<file path="config.mk">
export PLATFORM = sky130hd
export DESIGN_NAME = cp0_cause_timer
export DESIGN_NICKNAME = d
export VERILOG_FILES = /design/src/rtl/cp0_cause_timer.sv
export SDC_FILE = /design/constraint.sdc
export NUM_CORES = 1
export LEC_CHECK = 0
export ABC_AREA = 1
export CAP_MARGIN = 40
export CORE_UTILIZATION = 46
export DETAILED_ROUTE_END_ITERATION = 10
export PLACE_DENSITY = 0.82
export SETUP_SLACK_MARGIN = 0.02
export SLEW_MARGIN = 20
export SYNTH_ARGS = -nofsm -noshare
export SYNTH_HDL_FRONTEND = slang
export SYNTH_SLANG_ARGS = --single-unit
</file>
<file path="constraint.sdc">
create_clock -name clk -period 2.25 [get_ports clk]
set_input_delay 0.225 -clock clk [delete_from_list [all_inputs] [get_ports clk]]
set_output_delay 0.225 -clock clk [all_outputs]
set_load 0.01 [all_outputs]
</file>
<file path="src/rtl/cp0_cause_timer.sv">
// CP0 Cause register with Count/Compare timer and registered interrupt request.
// Optional macro CP0_IRQ_SYNC_EN adds a 2-flop synchronizer on every hw_int line.
module cp0_cause_timer #(
  parameter int HW_IRQ_NUM = 6,
  parameter int COUNT_DIV  = 2,
  parameter int TIMER_IP   = 7
) (
  input  logic                  clk,
  input  logic                  rst_n,
  input  logic                  mtc0_we,
  input  logic [7:0]            cp0_addr,
  input  logic [31:0]           mtc0_data,
  input  logic                  exception,
  input  logic [4:0]            exc_code,
  input  logic                  bd,
  input  logic                  status_ie,
  input  logic                  status_exl,
  input  logic [7:0]            status_im,
  input  logic [HW_IRQ_NUM-1:0] hw_int,
  output logic [31:0]           cause_data,
  output logic [31:0]           count_data,
  output logic [31:0]           compare_data,
  output logic [31:0]           cp0_rdata,
  output logic                  int_req
);

  localparam logic [7:0] ADDR_COUNT   = 8'h48;
  localparam logic [7:0] ADDR_COMPARE = 8'h58;
  localparam logic [7:0] ADDR_CAUSE   = 8'h68;
  localparam logic [3:0] DIV_LAST     = 4'(COUNT_DIV - 1);

  logic [3:0]            div_q;
  logic                  tick;
  logic [31:0]           count_q;
  logic [31:0]           compare_q;
  logic                  ti_q;
  logic                  ti_next;
  logic                  bd_q;
  logic [4:0]            exc_q;
  logic [5:0]            ip_hw_q;
  logic [5:0]            ip_hw_next;
  logic [5:0]            hw_pad;
  logic [1:0]            ip_sw_q;
  logic [7:0]            cause_ip;
  logic                  int_req_q;
  logic                  wr_count;
  logic                  wr_compare;
  logic                  wr_cause;
  logic [HW_IRQ_NUM-1:0] hw_src;

  assign wr_count   = mtc0_we && (cp0_addr == ADDR_COUNT);
  assign wr_compare = mtc0_we && (cp0_addr == ADDR_COMPARE);
  assign wr_cause   = mtc0_we && (cp0_addr == ADDR_CAUSE);
  assign tick       = (div_q == DIV_LAST);

`ifdef CP0_IRQ_SYNC_EN
  logic [HW_IRQ_NUM-1:0] sync1_q;
  logic [HW_IRQ_NUM-1:0] sync2_q;

  always_ff @(posedge clk) begin
    if (!rst_n) begin
      sync1_q <= '0;
      sync2_q <= '0;
    end else begin
      sync1_q <= hw_int;
      sync2_q <= sync1_q;
    end
  end

  assign hw_src = sync2_q;
`else
  assign hw_src = hw_int;
`endif

  // A Count write restarts the prescaler and suppresses the tick in that cycle.
  always_ff @(posedge clk) begin
    if (!rst_n) begin
      count_q <= '0;
      div_q   <= '0;
    end else if (wr_count) begin
      count_q <= mtc0_data;
      div_q   <= '0;
    end else begin
      if (tick) count_q <= count_q + 32'd1;
      div_q <= tick ? 4'd0 : div_q + 4'd1;
    end
  end

  always_ff @(posedge clk) begin
    if (!rst_n) compare_q <= '0;
    else if (wr_compare) compare_q <= mtc0_data;
  end

  // Compare write has priority over a simultaneous match.
  always_comb begin
    ti_next = ti_q;
    if (tick && !wr_count && ((count_q + 32'd1) == compare_q)) ti_next = 1'b1;
    if (wr_compare) ti_next = 1'b0;
  end

  always_comb begin
    hw_pad = '0;
    hw_pad[HW_IRQ_NUM-1:0] = hw_src;
    ip_hw_next = hw_pad | (6'(ti_next) << (TIMER_IP - 2));
  end

  always_ff @(posedge clk) begin
    if (!rst_n) begin
      ti_q    <= 1'b0;
      ip_hw_q <= '0;
      ip_sw_q <= '0;
      bd_q    <= 1'b0;
      exc_q   <= '0;
    end else begin
      ti_q    <= ti_next;
      ip_hw_q <= ip_hw_next;
      if (wr_cause) ip_sw_q <= mtc0_data[9:8];
      if (exception) begin
        exc_q <= exc_code;
        if (!status_exl) bd_q <= bd;
      end
    end
  end

  assign cause_ip = {ip_hw_q, ip_sw_q};

  always_ff @(posedge clk) begin
    if (!rst_n) int_req_q <= 1'b0;
    else        int_req_q <= status_ie & ~status_exl & (|(cause_ip & status_im));
  end

  assign cause_data   = {bd_q, ti_q, 14'b0, cause_ip, 1'b0, exc_q, 2'b0};
  assign count_data   = count_q;
  assign compare_data = compare_q;
  assign int_req      = int_req_q;

  always_comb begin
    cp0_rdata = '0;
    case (cp0_addr)
      ADDR_COUNT:   cp0_rdata = count_q;
      ADDR_COMPARE: cp0_rdata = compare_q;
      ADDR_CAUSE:   cp0_rdata = cause_data;
      default:      cp0_rdata = '0;
    endcase
  end

endmodule

</file>
==> flow_summary_export.csv <==
group,metric,value,unit
status,status,"completed",
synth,synth-seq-cells,84,
power,p_leak,3.30,nW
clock_tree,clock_path_buffers,2,
floorplanning,start_util,47.4,%
global_routing,grt_antenna_before_repair,0,
power,vdd_ir_drop_max,0.282,mV
global_routing,grt_busiest_layer,"met2",
placement,hpwlAfterDp,15000,um
global_routing,grt_pass1_wl,31700,um
placement,numPortBuffers,177,
detailed_routing,wire_per_inst,16.2,um
timing,slew_violations,0,
placement,placed_cells,1191,
power,power_density,459,nW/um2
global_routing,grt_max_degree,34,
global_routing,track_usage,32.3,%
placement,gp_congestion,0.942,
timing,max_freq,465,MHz
synth,synth_area_per_cell,6.35,um2
timing,rsz0062_at_grt,"yes",
finish,area_growth,46.4,%
timing,skew,8.45,ps
floorplanning,coreArea,11500,um2
synth,synthArstFlopShare,0,%
detailed_routing,drc,0,
global_routing,gr-total-overflow,0,
detailed_routing,viasPerCell,5.48,
finish,drive_gt1_share,13.1,%
detailed_routing,via_count,6634,
job,maxCapViolations,0,
synth,ys_warn_count,0,
critical_path,r2r_cells,15,
finish,layout_common_cells,"nand2_1, clkdlybuf4s50_1, inv_1, nand3_1, dfxtp_1",
finish,n_fill_cell,985,
floorplanning,die_w,111,um
timing,final.min_clock_period,2150,ps
synth,synth_top_flop_cell,"dfxtp_1",
global_routing,met2_usage,51.4,%
critical_path,rr_endpoint,"ip_hw_q[5]",
critical_path,cp.required,2540,ps
clock_tree,clock_sinks,84,
finish,diodes,0,
timing,fin_tns_setup,0,ps
synth,ys_seq_area_share,30.9,%
critical_path,r2r_start,"count_data[0]",
detailed_routing,drt_pre_antenna_iters,5,
min_path,hold_class,"in2reg",
global_routing,use_met3,8.31,%
critical_path,ff2ff_setup_slack,100,ps
synth,synth_cell_types,37,
clock_tree,cts-root-buf,"clkbuf_16",
critical_path,arrival,2440,ps
timing,finalCritPeriodShare,95.6,%
clock_tree,path_clk_slew,60,ps
critical_path,critPathLaunchType,"register",
detailed_routing,routed_wl,19600,um
detailed_routing,postRouteAntennaNets,0,
synth,synthesis.instances,856,
critical_path,crit_start,"count_data[0]",
synth,synth-edff-count,0,
finish,nNetsFinal,1132,
global_routing,grt_util_met1,42.4,%
global_routing,first_global_vias,6279,
finish,finalNonFillerCells,1211,
finish,final_common_cell,"nand2_1",
critical_path,crit_type,"reg2reg",
critical_path,path_max_fanout,5,
floorplanning,die_h,111,um
floorplanning,die_area,12300,um2
detailed_routing,drt-initial-drc-count,712,
floorplanning,io_pins,195,
critical_path,endpoint_kind,"register",
synth,synth_area,5440,um2
clock_tree,numCtsBuffers,9,
clock_tree,clk_latency,340,ps
critical_path,critPathCapture,"ip_hw_q[5]",
clock_tree,tritoncts,"yes",
timing,finalSetupViolations,0,
timing,hold_violations,0,
clock_tree,htreeDepth,3,
floorplanning,num_rows,39,
-- synthesized netlist by cell type (7+ instances only) --
cell type  number  area, um2
o21ai_0        42        210
nand3_1        79        395
dfxtp_1        84       1680
buf_4          19        143
xor2_1          8       70.1
o221ai_1       15        131
a221oi_1        7       61.3
clkbuf_1       23       86.3
nand2_2        14       87.6
o22ai_1        18        113
a31oi_1        21        131
nand2_1       249        935
inv_1         103        387
a21oi_1        36        180
nor2_1         81        304
-- how the worst min path moves through the flow --
stage / startpoint / endpoint / cells past startpoint / slack, ps
final: hw_int[2] / ip_hw_q[2] / 3 / 410
after global routing: hw_int[5] / ip_hw_q[5] / 3 / 420
after CTS: hw_int[2] / ip_hw_q[2] / 3 / 400
after detailed placement: div_q[0] / div_q[0] / 1 / 460
after global placement: div_q[0] / div_q[0] / 1 / 450
after floorplan: hw_int[0] / ip_hw_q[0] / 2 / 320
-- kinds of logic (layout without fill, tap and decap cells) --
kind of cell | Yosys count | in the layout | share of synthesized area, %
XOR/XNOR | 15 | 15 | 3.68
buffers and inverters | 155 | 351 | 12.1
AND/OR/NAND/NOR | 450 | 450 | 36.1
AO/OA/AOI/OAI | 148 | 148 | 16.4
other | 1 | 17 | 0.0690
adder cells (fa/ha/maj) | 3 | 3 | 0.691
flip-flops | 84 | 84 | 30.9
-- critical path, cell delays in order, from the launching register on --
cell and delay, ps:
dfxtp_4 370, buf_4 130, inv_2 60, nor2_4 170
buf_4 160, nand3_2 140, buf_4 190, xnor3_1 200
nand2_1 80, nor2_1 120, nand2_1 80, nor2_1 110
nand3_1 100, nand2_1 80, nand2_1 60, nand2_1 60
-- metrics by stage --
step	util, %	cell area (um2)	total power (W)	hold WS, ps	setup slack [ps]
floorplan	-	5500	0.00179	323	333
global placement	66.3	7600	0.00205	447	-255
detailed placement	66.3	7600	0.00206	460	-277
CTS	68.8	7890	0.00364	404	25.3
global route	69.4	7960	0.00377	422	-50.3
finish	69.4	7960	0.00365	408	98.0
-- registers in the layout (all words and copies together), names as in the netlist --
signal	cells
compare_data	32
count_data	32
ip_hw_q	6
exc_q	5
div_q	4
ip_sw_q	2
bd_q	1
int_req	1
ti_q	1
-- per-layer routing --
metal | vias up | wire length [um] | part of all wire (%)
li1 | 3196 | - | -
met5 | - | 0 | 0
met4 | 0 | 587 | 3.0
met2 | 384 | 8780 | 45
met3 | 50 | 1950 | 9.9
met1 | 3004 | 8330 | 42
-- cell type report --
| cell class | count | area, um2 | area share (%) |
|---|---|---|---|
| flip-flops and latches | 84 | 1690 | 21.3 |
| well taps | 143 | 179 | 2.25 |
| repair buffers | 229 | 2130 | 26.8 |
| inverters | 106 | 398 | 5.00 |
| multi-input cells | 633 | 3240 | 40.7 |
| clock buffers | 10 | 229 | 2.88 |
| clock inverters | 6 | 88.8 | 1.12 |
-- power by group --
part           switching [W]  internal [W]  leakage [nW]
registers          0.0000347       0.00152         0.684
logic               0.000256      0.000237          2.47
clock network       0.000634      0.000973         0.149
-- timing repair --
item                       4_1_cts  5_1_grt
gates resized for setup         34       56
setup endpoints to repair       34       14
pin swaps                        1       13
buffers inserted                 0        4
hold buffers                     0        0
No activity file was read; power rests on OpenSTA's default activity.
